$ cat src/rtl/serial_sub_pkg.sv
// Shared types and helpers for the bit-serial subtractor.
// Holds the FSM state encoding and the iteration counter sizing.
package serial_sub_pkg;

    typedef enum logic {
        IDLE = 1'b0,
        RUN  = 1'b1
    } state_t;

    // Width of a counter that indexes 0..width-1 (never narrower than 1 bit).
    function automatic int count_width(input int width);
        return (width > 2) ? $clog2(width) : 1;
    endfunction

endpackage

$ cat src/rtl/fs_bit_cell.sv
// Single-bit full subtractor: d = a - b - bin, with the borrow out of this bit.
module fs_bit_cell (
    input  logic a,
    input  logic b,
    input  logic bin,
    output logic d,
    output logic bout
);

    assign d    = a ^ b ^ bin;
    assign bout = (~a & b) | (~(a ^ b) & bin);

endmodule

$ cat src/rtl/serial_subtractor.sv
// Bit-serial WIDTH-bit subtractor: one full-subtractor cell iterated LSB first,
// with a start/busy/done handshake and registered diff/borrow_out.
module serial_subtractor
    import serial_sub_pkg::*;
#(
    parameter int WIDTH = 8
) (
    input  logic             clk,
    input  logic             rst,
    input  logic             start,
    input  logic [WIDTH-1:0] a_in,
    input  logic [WIDTH-1:0] b_in,
    output logic             busy,
    output logic             done,
    output logic [WIDTH-1:0] diff,
    output logic             borrow_out
);

    localparam int             CW   = count_width(WIDTH);
    localparam logic [CW-1:0]  LAST = CW'(WIDTH - 1);

    state_t           state_q, state_d;
    logic [WIDTH-1:0] a_sr_q, a_sr_d;
    logic [WIDTH-1:0] b_sr_q, b_sr_d;
    logic [WIDTH-1:0] res_sr_q, res_sr_d;
    logic [CW-1:0]    count_q, count_d;
    logic             borrow_q, borrow_d;
    logic [WIDTH-1:0] diff_q, diff_d;
    logic             borrow_out_q, borrow_out_d;
    logic             done_q, done_d;

    logic             cell_d;
    logic             cell_bout;
    logic [WIDTH-1:0] res_shifted;

    fs_bit_cell u_cell (
        .a    (a_sr_q[0]),
        .b    (b_sr_q[0]),
        .bin  (borrow_q),
        .d    (cell_d),
        .bout (cell_bout)
    );

    // This edge's result bit enters at the MSB so the LSB lands at bit 0 after WIDTH shifts.
    assign res_shifted = {cell_d, res_sr_q[WIDTH-1:1]};

    always_comb begin
        // NOTE: every signal gets a hold/default value first so no path leaves it unassigned (no latch).
        state_d      = state_q;
        a_sr_d       = a_sr_q;
        b_sr_d       = b_sr_q;
        res_sr_d     = res_sr_q;
        count_d      = count_q;
        borrow_d     = borrow_q;
        diff_d       = diff_q;
        borrow_out_d = borrow_out_q;
        done_d       = 1'b0;

        unique case (state_q)
            IDLE: begin
                if (start) begin
                    state_d  = RUN;
                    a_sr_d   = a_in;
                    b_sr_d   = b_in;
                    res_sr_d = '0;
                    borrow_d = 1'b0;
                    count_d  = '0;
                end
            end
            RUN: begin
                a_sr_d   = a_sr_q >> 1;
                b_sr_d   = b_sr_q >> 1;
                res_sr_d = res_shifted;
                borrow_d = cell_bout;
                count_d  = count_q + CW'(1);
                if (count_q == LAST) begin
                    state_d      = IDLE;
                    diff_d       = res_shifted;
                    borrow_out_d = cell_bout;
                    done_d       = 1'b1;
                end
            end
            default: state_d = IDLE;
        endcase
    end

    // NOTE: sequential state uses non-blocking assignments so all flops update together at the edge.
    always_ff @(posedge clk) begin
        if (rst) begin
            state_q      <= IDLE;
            a_sr_q       <= '0;
            b_sr_q       <= '0;
            res_sr_q     <= '0;
            count_q      <= '0;
            borrow_q     <= 1'b0;
            diff_q       <= '0;
            borrow_out_q <= 1'b0;
            done_q       <= 1'b0;
        end else begin
            state_q      <= state_d;
            a_sr_q       <= a_sr_d;
            b_sr_q       <= b_sr_d;
            res_sr_q     <= res_sr_d;
            count_q      <= count_d;
            borrow_q     <= borrow_d;
            diff_q       <= diff_d;
            borrow_out_q <= borrow_out_d;
            done_q       <= done_d;
        end
    end

    assign busy       = (state_q == RUN);
    assign done       = done_q;
    assign diff       = diff_q;
    assign borrow_out = borrow_out_q;

endmodule

$ cat config.mk
export PLATFORM = sky130hd
export DESIGN_NAME = serial_subtractor
export DESIGN_NICKNAME = d
export VERILOG_FILES = /design/src/rtl/serial_sub_pkg.sv /design/src/rtl/fs_bit_cell.sv /design/src/rtl/serial_subtractor.sv
export SDC_FILE = /design/constraint.sdc
export NUM_CORES = 1
export LEC_CHECK = 0
export BUFFER_PORTS_ARGS = -buffer_cell sky130_fd_sc_hd__buf_2
export CORE_UTILIZATION = 40
export CTS_BUF_LIST = sky130_fd_sc_hd__clkbuf_2
export CTS_CLUSTER_SIZE = 25
export DETAILED_ROUTE_END_ITERATION = 7
export PLACE_DENSITY = 0.63
export SYNTH_ARGS = -nofsm -noshare
export SYNTH_HDL_FRONTEND = slang
export SYNTH_SLANG_ARGS = --single-unit
$ cat constraint.sdc
create_clock -name clk -period 1.7 [get_ports clk]
set_input_delay 0.085 -clock clk [delete_from_list [all_inputs] [get_ports clk]]
set_output_delay 0.085 -clock clk [all_outputs]
set_load 0.05 [all_outputs]
==> flow_summary.toml, run 1 <==
[status]
status = "finished clean"

[cts]
clockBufferDepth = 2
cts_buffers = 5
h-tree-depth = 2
tritoncts = "built"
cts_setup_buffers = 0
root_buffer = "clkbuf_2"
cts_sinks = 38
clk_pin_slew_ns = 0.18
clk_latency_ns = 0.38

[floorplanning]
dieArea_um2 = 4419
coreArea_um2 = 4000
die_x_um = 66.48
num_io_pins = 30
start_util_pct = 41.57
die_h_um = 66.48
num_rows = 23

[setup_path]
critPathLaunchType = "register"
r2r-end = "b_sr_q[0]$_SDFFE_PP0P_"
cpLargestDelayFamily = "buffers and inverters"
cp_max_fo = 12
crit_path_end_kind = "output port"
r2r_cells = 3
cp_slowest_stage_delay_ns = 0.46
worstPathArrival_ns = 1.32
cp.required_ns = 1.62
cp_num_buf_inv = 2
path_cells = "buf_4 > buf_2"
r2r_setup_slack_ns = 0.32
crit_type = "register to output port"
critPathSlowestCell = "dfxtp_1"
r2r_start = "busy$_SDFF_PP0_"

[global_route]
antenna_found_initial = 0
grt_pass1_vias = 1225
grt.total_usage_pct = 16.04
grt_start_max_net_pins = 39
grt.overflow.total = 0
grt_pass1_wl_mm = 5.285

[synth]
synth.area.top_cells = "dfxtp_1, mux2i_1, a211oi_1"
netlist_instances = 169
ys_ff_latch = 38
yosysSeqAreaShare_pct = 45.75
synth_top_area_share_pct = 45.75
syn_nets = 191
yosysTopAreaCell = "dfxtp_1"
yosys_warnings = 0
synth_cell_types = 22
avgSynthCellArea_um2 = 9.839
synthesis.area_um2 = 1663

[finish]
drive_gt1_share_pct = 25.00
area_growth_pct = 12.57
n_antenna_cell = 0
final_nets = 217

[routing]
remaining_drc_errors = 0
dr_total_vias = 1272
routed_via_density = 5.171
drtIter0Drc = 87
drtAntennaViolNets = 0
routedWlPerCell_um = 12.71
wirelength_mm = 3.127
first_pass_iters = 4

[power_and_ir_drop]
powerDensity_nw_per_um2 = 808.7
peakVddDrop_mv = 0.3565
pwr-share-comb_pct = 12.0
clock_power_share_pct = 24.9
swShare_pct = 26.41
p_sw_mw = 0.3998
power.total_mw = 1.514
p_leak_nw = 0.7649
sequentialPowerShare_pct = 63.0
internal_power_mw = 1.114

[timing]
worst_slack_ns = 0.2913
grt_setup_unrepaired = "no"
tightest_slew_ns = 0.6663
setup_violations = 0
max_slew_margin_pct = 55.58
fin_crit_sh_pct = 82.86
max_freq_ghz = 0.7099
finalHoldViolCount = 0
timing.hold.ws_ns = 0.02570
finalCriticalPeriod_ns = 1.409
fin_tns_setup_ns = 0
fin_skew_ns = 0.01375
maxSlewViolCount = 0

[worst_hold_path]
hp-class = "input pin to register"
worstHoldStart = "b_in[2]"
min_to = "b_sr_q[2]$_SDFFE_PP0P_"
min_path_cells = 3

[placement]
numPortBuffers = 29
gp_congestion = 0.7140
dp_worst_setup_slack_ns = 0.1323
place_hpwl_mm = 2.043

[flow_run]
max_cap_violations = 0
-- routing by layer --
metal / track usage, % / wire (um) / vias to the layer above
li1: - / - / 649
met1: 19.26 / 1424 / 593
met2: 26.02 / 1516 / 22
met3: 3.767 / 110 / 8
met4: 9.309 / 75 / 0
met5: 0 / 0 / -
-- layout make-up --
cell class                      count  area, um^2
Timing Repair Buffer               35       197.7
Clock inverter                      2       8.758
Inverter                            3       11.26
Multi-Input combinational cell    112       800.8
Tap cell                           50       62.56
Sequential cell                    38       760.7
Clock buffer                        6       30.03
Fill cell                         409        2128
-- power by group through the flow --
stage / Clock, mW / Combinational [mW] / Sequential [mW]
after global placement: 0 / 0.174 / 0.970
after detailed placement: 0 / 0.179 / 0.972
after floorplan: 0 / 0.136 / 0.971
after global routing: 0.429 / 0.207 / 0.960
final: 0.378 / 0.182 / 0.954
after CTS: 0.402 / 0.185 / 0.954
-- synthesized netlist by cell type --
| library cell | number |
|---|---|
| a211oi_1 | 15 |
| a21bo_2 | 8 |
| nor3_1 | 2 |
| nand2_1 | 10 |
| fa_1 | 1 |
| buf_8 | 1 |
| buf_1 | 3 |
| a311oi_1 | 1 |
| ha_1 | 2 |
| nor2_1 | 2 |
| or3b_2 | 1 |
| or3b_1 | 10 |
| buf_6 | 2 |
| a21oi_1 | 20 |
| clkbuf_1 | 5 |
| nand3_1 | 8 |
| mux2i_1 | 16 |
| nor2b_1 | 14 |
| nand2b_1 | 2 |
| dfxtp_1 | 38 |
| inv_1 | 3 |
| buf_2 | 5 |
-- what timing repair did --
item	4_1_cts	5_1_grt
endpoints found under the hold margin	3	0
hold buffers	3	0
resized for setup	0	1
setup endpoints to repair	0	3
-- stage by stage --
| step | util (%) | area, um^2 | std cells |
|---|---|---|---|
| final | 46.79 | 1872 | 246 |
| after global routing | 46.79 | 1872 | 246 |
| after CTS | 46.73 | 1869 | 246 |
| after detailed placement | 45.01 | 1800 | 235 |
| after global placement | 45.01 | 1800 | 235 |
| after floorplan | - | 1663 | 169 |
-- tightest hold or removal path, cell delays in order --
cell	delay (ns)
buf_2	0.09
mux2i_1	0.12
a211oi_1	0.08
-- cells by family (layout without fill, tap and decap cells) --
family | count (synthesis) | after routing | synth area share, %
multiplexers | 16 | 16 | 9.631
flip-flops | 38 | 38 | 45.75
AND/OR/NAND/NOR | 49 | 49 | 17.53
AO/OA/AOI/OAI | 44 | 44 | 18.13
adder cells (fa/ha/maj) | 3 | 3 | 2.709
buffers and inverters | 19 | 46 | 6.245
-- state kept, by name, indices dropped and copies added (netlist names) --
signal and flops:
a_sr_q 8, b_sr_q 8, borrow_out 1, borrow_q 1
busy 1, count_q 3, diff 8, done 1
res_sr_q 7
-- how the worst max path moves through the flow --
stage,depth (start not counted),end,startpoint
after floorplan,4,diff[0]$_SDFFE_PP0P_,busy$_SDFF_PP0_
after global placement,4,borrow_out$_SDFFE_PP0P_,count_q[0]$_SDFFE_PP0P_
after detailed placement,4,borrow_out$_SDFFE_PP0P_,count_q[0]$_SDFFE_PP0P_
after CTS,4,borrow_out$_SDFFE_PP0P_,count_q[0]$_SDFFE_PP0P_
after global routing,3,b_sr_q[0]$_SDFFE_PP0P_,busy$_SDFF_PP0_
final,2,busy,busy$_SDFF_PP0_
-- layout by cell type, fill, tap and decap left out --
| master | n |
|---|---|
| a211oi_1 | 15 |
| fa_1 | 1 |
| nor3_1 | 2 |
| a311oi_1 | 1 |
| dfxtp_1 | 38 |
| or3b_2 | 1 |
| nand2b_1 | 2 |
| nand2_1 | 10 |
| ha_1 | 1 |
| clkinv_1 | 1 |
| a21bo_2 | 8 |
| clkbuf_2 | 6 |
| ha_2 | 1 |
| nor2_1 | 2 |
| buf_2 | 29 |
| clkinv_2 | 1 |
| a21oi_1 | 20 |
| nand3_1 | 8 |
| inv_1 | 3 |
| buf_4 | 3 |
| mux2i_1 | 16 |
| dlygate4sd3_1 | 3 |
| or3b_1 | 10 |
| nor2b_1 | 14 |
Note: power is estimated with default switching activity, not from simulation.
==> run 2: changes to the inputs <==
--- a/config.mk
+++ b/config.mk
@@ -10,7 +10,7 @@
 export CTS_BUF_LIST = sky130_fd_sc_hd__clkbuf_2
 export CTS_CLUSTER_SIZE = 25
 export DETAILED_ROUTE_END_ITERATION = 7
-export PLACE_DENSITY = 0.63
+export PLACE_DENSITY = 0.66
 export SYNTH_ARGS = -nofsm -noshare
 export SYNTH_HDL_FRONTEND = slang
 export SYNTH_SLANG_ARGS = --single-unit
==> constraint.sdc (replaced) <==
create_clock -name clk -period 1.2 [get_ports clk]
set_input_delay 0.06 -clock clk [delete_from_list [all_inputs] [get_ports clk]]
set_output_delay 0.06 -clock clk [all_outputs]
set_load 0.05 [all_outputs]
==> flow_summary.toml, run 2 (synthesis gave the netlist of run 1 again) <==
[routing]
dr_total_vias = 1422
drtIter0Drc = 117
first_pass_iters = 4
remaining_drc_errors = 0
routed_via_density = 5.060
wirelength_mm = 3.875
routedWlPerCell_um = 13.79
drtAntennaViolNets = 0

[power_and_ir_drop]
p_leak_nw = 1.004
power.total_mw = 2.759
peakVddDrop_mv = 0.6430
powerDensity_nw_per_um2 = 1119

[global_route]
grt.overflow.total = 0
grt_pass1_vias = 1238
use_met3_pct = 4.110
grt.total_usage_pct = 17.73
use_met2_pct = 24.11
busiest_layer = "met1"
grt_pass1_wl_mm = 5.851
grt_start_max_net_pins = 28
use_met1_pct = 25.74
antenna_found_initial = 0

[timing]
setup_violations = 9
fin_crit_sh_pct = 102.7
maxSlewViolCount = 0
finalHoldViolCount = 0
max_slew_margin_pct = 69.42
max_freq_ghz = 0.8112
fin_tns_setup_ns = -0.1810
finalCriticalPeriod_ns = 1.233
tightest_slew_ns = 0.4582
grt_setup_unrepaired = "yes"
worst_slack_ns = -0.03272
fin_skew_ns = 0.02761

[worst_hold_path]
hp-class = "input pin to register"
min_path_cells = 3

[cts]
clk_pin_slew_ns = 0.20
tritoncts = "built"
cts_sinks = 38
root_buffer = "clkbuf_2"
clk_latency_ns = 0.40
h-tree-depth = 2
cts_buffers = 5
clockBufferDepth = 2

[placement]
dpl_cell_area_um2 = 1917
numPortBuffers = 29
gp_congestion = 0.6983
place_hpwl_mm = 2.018

[floorplanning]
die_h_um = 66.48
start_util_pct = 41.57
dieArea_um2 = 4419
num_io_pins = 30
coreArea_um2 = 4000
die_x_um = 66.48
num_rows = 23

[setup_path]
critPathSlowestCell = "dfxtp_2"
critPathLaunchType = "register"
r2r_cells = 5
cpMostUsedCell = "ha_4"
crit_type = "register to register"
cp_num_buf_inv = 1
cpLargestDelayFamily = "flip-flops"
cp.required_ns = 1.53
cp_max_fo = 6
worstPathArrival_ns = 1.56
crit_cells = 5
cp_slowest_stage_delay_ns = 0.38
path_cells = "ha_4 > ha_4 > buf_12 > a21bo_4 > a21oi_2"
crit_path_end_kind = "register"

[finish]
final_nets = 252
final_common_cell = "dfxtp_1"
multi_input_area_um2 = 923.4
n_antenna_cell = 0
fillers = 315
layout_common_cells = "dfxtp_1, buf_2, dlygate4sd3_1"
final-seq-area_um2 = 769.5
final_area_um2 = 2466
drive_gt1_share_pct = 43.72
area_growth_pct = 48.31
utilization_pct = 61.65

[status]
status = "finished with violations"
failed_checks = "negative setup slack"

[flow_run]
max_cap_violations = 0
## run 2: cell types whose count changed in the layout (fill, tap and decap cells not counted), moves of 5 or more
cell | previous run | this run
a21oi_1 | 20 | 7
dlygate4sd3_1 | 3 | 17
a21oi_2 | 0 | 13
dfxtp_1 | 38 | 33
buf_4 | 3 | 14
## run 2: repair_timing
item / in CTS / in global routing
gates cloned: 2 / 0
setup buffers: 5 / 5
resized for setup: 22 / 23
pin swaps: 21 / 16
hold buffers: 17 / 0
setup endpoints to repair: 23 / 21
hold endpoints to repair: 19 / 0
## run 2: area by class of cell
| class | count | share of cell area (%) |
|---|---|---|
| Sequential cell | 38 | 31.20 |
| Inverter | 3 | 0.4566 |
| Multi-Input combinational cell | 112 | 37.44 |
| Timing Repair Buffer | 70 | 24.76 |
| Clock inverter | 3 | 2.588 |
| Tap cell | 50 | 2.537 |
| Clock buffer | 5 | 1.015 |
## run 2: per-stage QoR
stage	worst slack (ns)	hold WS, ns	instances
global placement	-0.02430	0.3502	245
detailed placement	-0.06340	0.3618	245
finish	-0.03272	0.1678	281
global route	-0.1037	0.1721	281
floorplan	0.02016	0.2553	169
CTS	-0.03507	0.07507	276
## run 2: power by group
part | internal (mW) | leakage (nW) | switching, mW
sequential | 1.32 | 0.313 | 0.0343
clock | 0.555 | 0.0506 | 0.433
combinational | 0.229 | 0.641 | 0.187
total | 2.10 | 1.00 | 0.655
## run 2: path summary, 6_finish.rpt
kind	start	endpoint	slack, ns
max	count_q[0]$_SDFFE_PP0P_	diff[4]$_SDFFE_PP0P_	-0.03
min	start	busy$_SDFF_PP0_	0.17
min reg2reg	res_sr_q[7]$_SDFFE_PP0P_	res_sr_q[6]$_SDFFE_PP0P_	0.50
max reg2reg	count_q[0]$_SDFFE_PP0P_	diff[4]$_SDFFE_PP0P_	-0.03
## run 2: tightest hold or removal path: stages
cell and delay (ns):
buf_2 0.22, nor2_1 0.19, a211oi_2 0.05
## run 2: per-layer routing
metal	up-vias	routed length, um
met5	-	0
met4	0	81
met3	7	158
met2	29	1703
met1	669	1932
li1	717	-
==> run 3: changes to the inputs <==
--- a/config.mk
+++ b/config.mk
@@ -7,7 +7,7 @@
 export LEC_CHECK = 0
 export BUFFER_PORTS_ARGS = -buffer_cell sky130_fd_sc_hd__buf_2
 export CORE_UTILIZATION = 40
-export CTS_BUF_LIST = sky130_fd_sc_hd__clkbuf_2
+export CTS_BUF_LIST = sky130_fd_sc_hd__clkbuf_16
 export CTS_CLUSTER_SIZE = 25
 export DETAILED_ROUTE_END_ITERATION = 7
 export PLACE_DENSITY = 0.66
==> flow_summary.toml, run 3 (synthesis gave the netlist of run 1 again) <==
[cts]
clockBufferDepth = 2
cts_sinks = 38
clk_latency_ns = 0.28
cts_hold_buffers = 0
root_buffer = "clkbuf_16"
cts_buffers = 5
clk_pin_slew_ns = 0.06
h-tree-depth = 2
tritoncts = "built"

[timing]
worst_slack_ns = -0.03347
finalHoldViolCount = 0
max_slew_margin_pct = 76.22
finalCriticalPeriod_ns = 1.233
maxSlewViolCount = 0
setup_violations = 2
tightest_slew_ns = 0.3567
max_freq_ghz = 0.8107
fin_skew_ns = 0.004604
grt_setup_unrepaired = "yes"
fin_crit_sh_pct = 102.8

[setup_path]
r2r_setup_slack_ns = -0.03
r2r_start = "count_q[0]$_SDFFE_PP0P_"
crit_path_end_kind = "register"
crit_type = "register to register"
r2r-end = "diff[3]$_SDFFE_PP0P_"
r2r_cells = 5
worstPathArrival_ns = 1.44
cp_max_fo = 7
critPathLaunchType = "register"
cp.required_ns = 1.41

[worst_hold_path]
hp-class = "input pin to register"
min_to = "a_sr_q[7]$_SDFFE_PP0P_"
min_path_cells = 3
worstHoldStart = "a_in[7]"

[routing]
remaining_drc_errors = 0
first_pass_iters = 4
routed_via_density = 5.125
drtAntennaViolNets = 0
dr_total_vias = 1317
routedWlPerCell_um = 13.46
wirelength_mm = 3.460
drtIter0Drc = 83

[global_route]
busiest_layer = "met1"
use_met2_pct = 21.17
grt.overflow.total = 0
grt_pass1_wl_mm = 5.340
use_met3_pct = 6.336
grt_pass1_vias = 1106
grt_start_max_net_pins = 28
grt.total_usage_pct = 16.42
antenna_found_initial = 0
use_met1_pct = 23.60

[floorplanning]
num_io_pins = 30
dieArea_um2 = 4419
die_h_um = 66.48
die_x_um = 66.48
num_rows = 23
coreArea_um2 = 4000
start_util_pct = 41.57

[status]
status = "finished with violations"
failed_checks = "negative setup slack"

[power_and_ir_drop]
powerDensity_nw_per_um2 = 1464
power.total_mw = 3.335
p_leak_nw = 0.9075
peakVddDrop_mv = 0.7300

[finish]
n_antenna_cell = 0
final_cells = 257
final_common_cell = "dfxtp_1"
layout_common_cells = "dfxtp_1, buf_2, mux2i_1"
drive_gt1_share_pct = 39.13
fillers = 334
final_nets = 228
utilization_pct = 56.93
area_growth_pct = 36.94

[placement]
place_hpwl_mm = 2.018
placedCellCount = 245
gp_congestion = 0.6983
numPortBuffers = 29

[flow_run]
max_cap_violations = 0
## run 3: cell count changes in the layout (fill, tap and decap cells not counted), sizes merged
cell         delta
dlygate4sd3    -17
buf             -9
clkbuf          +2
clkinvlp        +2
bufbuf          -1
inv             -1
## run 3: area by class of cell
class / instances / area [um^2] / area share (%)
Clock inverter: 3 / 63.81 / 2.802
Sequential cell: 38 / 769.5 / 33.79
Timing Repair Buffer: 45 / 339.1 / 14.89
Clock buffer: 5 / 125.1 / 5.495
Timing Repair inverter: 1 / 7.507 / 0.3297
Multi-Input combinational cell: 112 / 894.6 / 39.29
Inverter: 3 / 15.01 / 0.6593
Tap cell: 50 / 62.56 / 2.747
## run 3: worst max-delay path by stage
stage	to	slack [ns]	cells after the start	from
after global routing	count_q[2]$_SDFFE_PP0P_	-0.07	3	busy$_SDFF_PP0_
after global placement	diff[4]$_SDFFE_PP0P_	-0.02	5	count_q[0]$_SDFFE_PP0P_
after floorplan	diff[0]$_SDFFE_PP0P_	0.02	5	count_q[0]$_SDFFE_PP0P_
final	diff[3]$_SDFFE_PP0P_	-0.03	5	count_q[0]$_SDFFE_PP0P_
after CTS	b_sr_q[6]$_SDFFE_PP0P_	0.001	3	busy$_SDFF_PP0_
after detailed placement	diff[4]$_SDFFE_PP0P_	-0.06	5	count_q[0]$_SDFFE_PP0P_
## run 3: worst max-delay path, stage by stage, from the launching register on
cell	delay, ns
dfxtp_2	0.33
ha_4	0.16
ha_4	0.18
buf_12	0.14
a21bo_2	0.22
a21oi_2	0.13
## run 3: metrics by stage
stage                     hold WS, ns  setup TNS, ns  setup WS (ns)  cell area (um^2)
final                         0.07361       -0.04486       -0.03347              2277
after global routing           0.1147        -0.2977       -0.06535              2277
after CTS                     0.07010              0       0.001192              2151
after detailed placement       0.3618        -0.4130       -0.06340              1917
after global placement         0.3502        -0.1911       -0.02430              1917
after floorplan                0.2553              0        0.02016              1677
## run 3: repair_timing
item / in CTS / in global routing
setup endpoints to repair: 19 / 27
gates cloned: 0 / 2
pin swaps: 4 / 11
resized for setup: 9 / 23
buffers inserted: 1 / 1
## run 3: per-layer routing
metal,share of wire [%],wire length (um)
met1,52,1810
met2,43,1477
met3,3.4,117
met4,1.6,55
met5,0,0
## run 3: report_power, final
part / leakage [nW] / total, mW / switching (mW) / internal (mW)
Combinational: 0.503 / 0.313 / 0.163 / 0.150
Sequential: 0.313 / 1.35 / 0.0353 / 1.32
Clock: 0.0915 / 1.67 / 0.485 / 1.18
Total: 0.907 / 3.33 / 0.684 / 2.65
